[config.mk]
export PLATFORM = sky130hd
export DESIGN_NAME = seg_scan_driver_flat
export DESIGN_NICKNAME = d
export VERILOG_FILES = /design/src/rtl/seg_scan_driver_if.sv /design/src/rtl/seg_scan_driver.sv /design/src/flat_wrapper.sv
export SDC_FILE = /design/constraint.sdc
export NUM_CORES = 1
export LEC_CHECK = 0
export CAP_MARGIN = 20
export CORE_ASPECT_RATIO = 1.75
export CORE_MARGIN = 2
export CORE_UTILIZATION = 57
export DETAILED_ROUTE_END_ITERATION = 12
export PLACE_DENSITY = 0.91
export SKIP_CTS_REPAIR_TIMING = 1
export SYNTH_ARGS = -nofsm -noshare
export SYNTH_HDL_FRONTEND = slang
export SYNTH_SLANG_ARGS = --single-unit
[constraint.sdc]
create_clock -name i_clk -period 4.1 [get_ports i_clk]
set_input_delay 0.615 -clock i_clk [delete_from_list [all_inputs] [get_ports i_clk]]
set_output_delay 0.615 -clock i_clk [all_outputs]
set_load 0.01 [all_outputs]
[src/rtl/seg_scan_driver_if.sv]
// Bus between datapath registers and the multiplexed seven-segment driver.
// The master side supplies the value to display; the slave side drives the display pins.
interface seg_scan_driver_if #(
  parameter int NUM_DIGITS = 4
);
  logic [4*NUM_DIGITS-1:0] din;
  logic [NUM_DIGITS-1:0]   dp_in;
  logic [NUM_DIGITS-1:0]   blank;
  logic                    load;
  logic [6:0]              seg;
  logic                    dp;
  logic [NUM_DIGITS-1:0]   an;
  logic                    frame_start;

  modport master (
    output din, dp_in, blank, load,
    input  seg, dp, an, frame_start
  );

  modport slave (
    input  din, dp_in, blank, load,
    output seg, dp, an, frame_start
  );
endinterface

[src/rtl/seg_scan_driver.sv]
// Time-multiplexed seven-segment driver with frame-synchronous update, dead time,
// leading-zero suppression and selectable output polarity.
module seg_scan_driver #(
  parameter int NUM_DIGITS  = 4,
  parameter int REFRESH_DIV = 50000,
  parameter int BLANK_CYC   = 2,
  parameter int ACTIVE_LOW  = 1,
  parameter int LZ_SUPPRESS = 1
) (
  input  logic             i_clk,
  input  logic             i_rst_n,
  seg_scan_driver_if.slave bus
);
  localparam int DW = 4 * NUM_DIGITS;
  localparam int CW = $clog2(REFRESH_DIV);
  localparam int IW = (NUM_DIGITS > 1) ? $clog2(NUM_DIGITS) : 1;
  localparam logic [CW-1:0] CNT_LAST = CW'(REFRESH_DIV - 1);
  localparam logic [IW-1:0] IDX_LAST = IW'(NUM_DIGITS - 1);
  localparam logic          INV      = (ACTIVE_LOW != 0);

  logic [CW-1:0]         r_cnt;
  logic [IW-1:0]         r_idx;
  logic [DW-1:0]         r_shd_val;
  logic [NUM_DIGITS-1:0] r_shd_dp;
  logic [NUM_DIGITS-1:0] r_shd_blank;
  logic [DW-1:0]         r_disp_val;
  logic [NUM_DIGITS-1:0] r_disp_dp;
  logic [NUM_DIGITS-1:0] r_disp_blank;
  logic [6:0]            r_seg;
  logic                  r_dp;
  logic [NUM_DIGITS-1:0] r_an;
  logic                  r_frame_start;

  logic                  w_commit;
  logic [DW-1:0]         w_val;
  logic [NUM_DIGITS-1:0] w_dpv;
  logic [NUM_DIGITS-1:0] w_blk;
  logic [DW-1:0]         w_upper;
  logic [3:0]            w_digit;
  logic                  w_dark;
  logic [6:0]            w_seg_h;
  logic                  w_dp_h;
  logic [NUM_DIGITS-1:0] w_an_h;

  function automatic logic [6:0] f_decode(input logic [3:0] v);
    case (v)
      4'h0: f_decode = 7'h3F;
      4'h1: f_decode = 7'h06;
      4'h2: f_decode = 7'h5B;
      4'h3: f_decode = 7'h4F;
      4'h4: f_decode = 7'h66;
      4'h5: f_decode = 7'h6D;
      4'h6: f_decode = 7'h7D;
      4'h7: f_decode = 7'h07;
      4'h8: f_decode = 7'h7F;
      4'h9: f_decode = 7'h6F;
      4'hA: f_decode = 7'h77;
      4'hB: f_decode = 7'h7C;
      4'hC: f_decode = 7'h39;
      4'hD: f_decode = 7'h5E;
      4'hE: f_decode = 7'h7B;
      default: f_decode = 7'h71;
    endcase
  endfunction

  // Frame commit is the first cycle of slot 0; outputs of that cycle already use the committed data.
  assign w_commit = (r_cnt == '0) && (r_idx == '0);

  always_comb begin
    w_val = r_disp_val;
    w_dpv = r_disp_dp;
    w_blk = r_disp_blank;
    if (w_commit) begin
      if (bus.load) begin
        w_val = bus.din;
        w_dpv = bus.dp_in;
        w_blk = bus.blank;
      end else begin
        w_val = r_shd_val;
        w_dpv = r_shd_dp;
        w_blk = r_shd_blank;
      end
    end
  end

  // Digit is leading-zero when it and every more-significant digit are zero.
  assign w_upper = w_val >> {r_idx, 2'b00};
  assign w_digit = w_upper[3:0];
  assign w_dark  = w_blk[r_idx] || ((LZ_SUPPRESS != 0) && (r_idx != '0) && (w_upper == '0));
  assign w_seg_h = w_dark ? 7'h00 : f_decode(w_digit);
  assign w_dp_h  = !w_dark && w_dpv[r_idx];
  assign w_an_h  = (int'({1'b0, r_cnt}) >= BLANK_CYC) ? (NUM_DIGITS'(1) << r_idx) : '0;

  always_ff @(posedge i_clk) begin
    if (!i_rst_n) begin
      r_cnt         <= '0;
      r_idx         <= '0;
      r_shd_val     <= '0;
      r_shd_dp      <= '0;
      r_shd_blank   <= '0;
      r_disp_val    <= '0;
      r_disp_dp     <= '0;
      r_disp_blank  <= '0;
      r_seg         <= {7{INV}};
      r_dp          <= INV;
      r_an          <= {NUM_DIGITS{INV}};
      r_frame_start <= 1'b0;
    end else begin
      if (bus.load) begin
        r_shd_val   <= bus.din;
        r_shd_dp    <= bus.dp_in;
        r_shd_blank <= bus.blank;
      end
      if (w_commit) begin
        r_disp_val   <= w_val;
        r_disp_dp    <= w_dpv;
        r_disp_blank <= w_blk;
      end
      if (r_cnt == CNT_LAST) begin
        r_cnt <= '0;
        r_idx <= (r_idx == IDX_LAST) ? '0 : r_idx + 1'b1;
      end else begin
        r_cnt <= r_cnt + 1'b1;
      end
      r_seg         <= w_seg_h ^ {7{INV}};
      r_dp          <= w_dp_h ^ INV;
      r_an          <= w_an_h ^ {NUM_DIGITS{INV}};
      r_frame_start <= w_commit;
    end
  end

  assign bus.seg         = r_seg;
  assign bus.dp          = r_dp;
  assign bus.an          = r_an;
  assign bus.frame_start = r_frame_start;
endmodule

[src/flat_wrapper.sv]
// flat-port wrapper written by rule: the top's interface ports become plain ports
module seg_scan_driver_flat 
#(
  parameter int NUM_DIGITS  = 4,
  parameter int REFRESH_DIV = 50000,
  parameter int BLANK_CYC   = 2,
  parameter int ACTIVE_LOW  = 1,
  parameter int LZ_SUPPRESS = 1
)
  (i_clk, i_rst_n, bus_din, bus_dp_in, bus_blank, bus_load, bus_seg, bus_dp, bus_an, bus_frame_start);
  seg_scan_driver_if #(.NUM_DIGITS(NUM_DIGITS)) bus_i ();
  input  logic i_clk;
  input  logic i_rst_n;
  input wire logic [$bits(bus_i.din)-1:0] bus_din;
  input wire logic [$bits(bus_i.dp_in)-1:0] bus_dp_in;
  input wire logic [$bits(bus_i.blank)-1:0] bus_blank;
  input wire logic [$bits(bus_i.load)-1:0] bus_load;
  output wire logic [$bits(bus_i.seg)-1:0] bus_seg;
  output wire logic [$bits(bus_i.dp)-1:0] bus_dp;
  output wire logic [$bits(bus_i.an)-1:0] bus_an;
  output wire logic [$bits(bus_i.frame_start)-1:0] bus_frame_start;
  assign bus_i.din = bus_din;
  assign bus_i.dp_in = bus_dp_in;
  assign bus_i.blank = bus_blank;
  assign bus_i.load = bus_load;
  assign bus_seg = bus_i.seg;
  assign bus_dp = bus_i.dp;
  assign bus_an = bus_i.an;
  assign bus_frame_start = bus_i.frame_start;
  seg_scan_driver #(.NUM_DIGITS(NUM_DIGITS), .REFRESH_DIV(REFRESH_DIV), .BLANK_CYC(BLANK_CYC), .ACTIVE_LOW(ACTIVE_LOW), .LZ_SUPPRESS(LZ_SUPPRESS)) u_core (.i_clk(i_clk), .i_rst_n(i_rst_n), .bus(bus_i));
endmodule
==> impl_metrics.csv, run 1 <==
group,metric,value,unit
run_status,outcome,"complete, no violations",
yosys,syn-num-nets,428,
yosys,ys_ff_latch,79,
clock_tree,path_clk_slew,0.06,ns
layout,fin_nets,465,
global_route,grt_pass1_vias,3019,
yosys,synth_edf_count,0,
yosys,netlist_instances,388,
die,rows,39,
yosys,yosysTopAreaCellShare,0.409,
clock_tree,cts_buffer_depth,2,
timing,setup_tns,0,ns
job,max-cap-violations,0,
clock_tree,cts_tree,"built",
die,die_area,7480,sq um
timing,setup_violations,0,
setup_path,criticalPathCategory,"register to register",
place,hpwl,6.02,mm
place,globalplace.congestion,0.978,
layout,area.growth.synth_to_final,19.3,%
power,p_leak,1.91,nW
yosys,syn_area,3860,sq um
setup_path,startpoint,"u_core.r_cnt[12]$_SDFF_PP0_",
yosys,synth_top_area_cell,"dfxtp_1",
setup_path,cp_data_required_time,4.36,ns
global_route,gr-usage-met3,0.0755,
setup_path,worstPathMaxFanout,39,
timing,maxSlewViolCount,0,
timing,max_freq,267,MHz
global_route,grt_max_degree,57,
yosys,synth_area_leaders,"dfxtp_1, mux2i_1, ha_1",
clock_tree,clock_latency,0.34,ns
power,p_int,0.00158,W
route,vias,2917,
clock_tree,clock-sinks,79,
setup_path,crit_arrival,4.00,ns
route,wl_per_cell,16.6,microns
clock_tree,numCtsBuffers,9,
route,drc_errors,0,
yosys,synth_common_cells,"dfxtp_1, nor2_1, nand2_1",
route,firstDrtPassIters,6,
route,wirelength,8.48,mm
yosys,syn_area_per_cell,9.96,sq um
clock_tree,root_buffer,"clkbuf_16",
timing,maxSlewHeadroom,0.386,
setup_path,critPathLaunchType,"register",
hold_path,worstHoldStart,"u_core.r_cnt[0]$_SDFF_PP0_",
power,powerDensity,457,nW/um^2
global_route,use_met1,0.265,
setup_path,r2r-start,"u_core.r_cnt[12]$_SDFF_PP0_",
hold_path,hp-class,"register to register",
power,power.share.clock,0.412,
yosys,synthFlopType,"dfxtp_1",
yosys,synth_most_common_cell,"dfxtp_1",
layout,fin_util,0.705,
route,vias_per_cell,5.70,
route,ant_nets,0,
yosys,synthArstFlopShare,0,
power,netSwitchingFraction,0.249,
place,place.port_buffers,39,
layout,layout-drive-gt1-share,0.140,
clock_tree,htreeDepth,3,
die,die_x,66.2,microns
timing,layout_min_cycle_time,3.74,ns
timing,post-route-period-util,0.912,
global_route,grt_most_used_layer,"met2",
layout,fin_cells,512,
route,drtIter0Drc,204,
layout,insertedDiodeCount,0,
power,power.switching,0.000524,W
die,core,6540,sq um
yosys,yosysWarnings,0,
place,placed_cells,496,
power,ir_worst_vdd,0.402,mV
timing,finalHoldViolCount,0,
global_route,grt_remaining_overflow,0,
power,sequentialPowerShare,0.409,
yosys,synth-seq-area-share,0.409,
yosys,ys_types,61,
die,boundaryPins,40,
global_route,grt_use_met2,0.437,
timing,tightest_slew,0.919,ns
global_route,grt_usage,0.255,
global_route,antenna_found_initial,0,
global_route,grt_pass1_wl,14.3,mm
die,die_y,113,microns
timing,rsz0062_at_grt,"false",
power,p_comb_frac,0.179,
die,initial_utilization,0.591,
timing,skew,0.00559,ns
timing,worst_hold_slack,0.461,ns
setup_path,worstSetupEndpointType,"register",
[area by class of cell]
class / count / area, sq um
Tap cell: 82 / 103
Timing Repair Buffer: 44 / 428
Clock inverter: 3 / 65.1
Clock buffer: 13 / 260
Inverter: 12 / 45.0
Sequential cell: 79 / 1580
Fill cell: 508 / 1930
Multi-Input combinational cell: 279 / 2130
[per-layer routing]
metal / up-vias / share of wire / wire length, microns
met5: - / 0 / 0
met4: 0 / 0.057 / 480
met3: 36 / 0.036 / 304
met2: 70 / 0.53 / 4520
met1: 1379 / 0.38 / 3180
li1: 1432 / - / -
[logic make-up (layout without fill, tap and decap cells)]
logic type               after synthesis  after routing  share of synthesized area
flip-flops                            79             79                      0.409
XOR/XNOR                              15             15                     0.0340
buffers and inverters                 30             72                     0.0405
adder cells (fa/ha/maj)               13             13                     0.0421
AO/OA/AOI/OAI                         44             44                     0.0920
multiplexers                          47             47                      0.156
AND/OR/NAND/NOR                      160            160                      0.226
[registers in the layout, indices dropped and copies added, names as in the netlist]
name / cells
u_core.bus.dp: 1
u_core.bus.frame_start: 1
u_core.r_cnt: 16
u_core.r_disp_val: 16
u_core.r_shd_val: 16
u_core.bus.an: 4
u_core.r_shd_dp: 4
u_core.bus.seg: 7
u_core.r_disp_dp: 4
u_core.r_shd_blank: 4
u_core.r_idx: 2
u_core.r_disp_blank: 4
[power by group through the flow]
stage | logic [W] | registers, W | clock network (W)
2_1_floorplan | 0.000261 | 0.000875 | 0
3_3_place_gp | 0.000363 | 0.000874 | 0
3_5_place_dp | 0.000372 | 0.000876 | 0
4_1_cts | 0.000377 | 0.000861 | 0.000877
5_1_grt | 0.000413 | 0.000866 | 0.000911
6_report | 0.000378 | 0.000861 | 0.000867
[placed cells by master, fill, tap and decap left out, types with 9 or more instances in the layout]
cell type        netlist  routed
and2_1                16      16
clkbuf_16              0       9
clkdlybuf4s50_1        0      39
dfxtp_1               79      79
ha_1                  13      13
inv_1                  9       9
mux2_2                13      13
mux2i_1               21      21
nand2_1               31      31
nand3_1               10      10
nor2_1                35      35
nor2b_1               19      19
nor3_1                11      11
[critical path, stage by stage, from the launching register on]
cell and delay [ns]:
dfxtp_1 0.34, nor3_1 0.39, nand4_2 0.32, nor2_4 0.80, mux4_2 0.42, mux2_2 0.33
inv_1 0.14, ha_1 0.20, nor3b_1 0.35, a31oi_2 0.22, o221ai_1 0.13
[worst paths after layout]
check	end	slack [ns]	cells past startpoint
worst max register to register	u_core.bus.seg[5]$_SDFF_PN1_	0.36	10
worst min register to register	u_core.r_cnt[0]$_SDFF_PP0_	0.46	1
worst min-delay path	u_core.r_cnt[0]$_SDFF_PP0_	0.46	1
worst max-delay path	u_core.bus.seg[5]$_SDFF_PN1_	0.36	10
[metrics by stage]
stage,setup WS (ns),instance area [sq um],power (W)
detailed placement,0.399,4280,0.00125
global route,0.129,4610,0.00219
finish,0.361,4610,0.00211
floorplan,1.24,3860,0.00114
global placement,0.516,4280,0.00124
CTS,0.399,4610,0.00211
Note: power is estimated with default switching activity, not from simulation.
==> run 2, diff against run 1 <==
--- a/config.mk
+++ b/config.mk
@@ -5,6 +5,7 @@
 export SDC_FILE = /design/constraint.sdc
 export NUM_CORES = 1
 export LEC_CHECK = 0
+export ABC_CLOCK_PERIOD_IN_PS = 4100
 export CAP_MARGIN = 20
 export CORE_ASPECT_RATIO = 1.75
 export CORE_MARGIN = 2
==> results of run 2 <==
No change in the layout: final DEF, timing and power equal those of run 1.
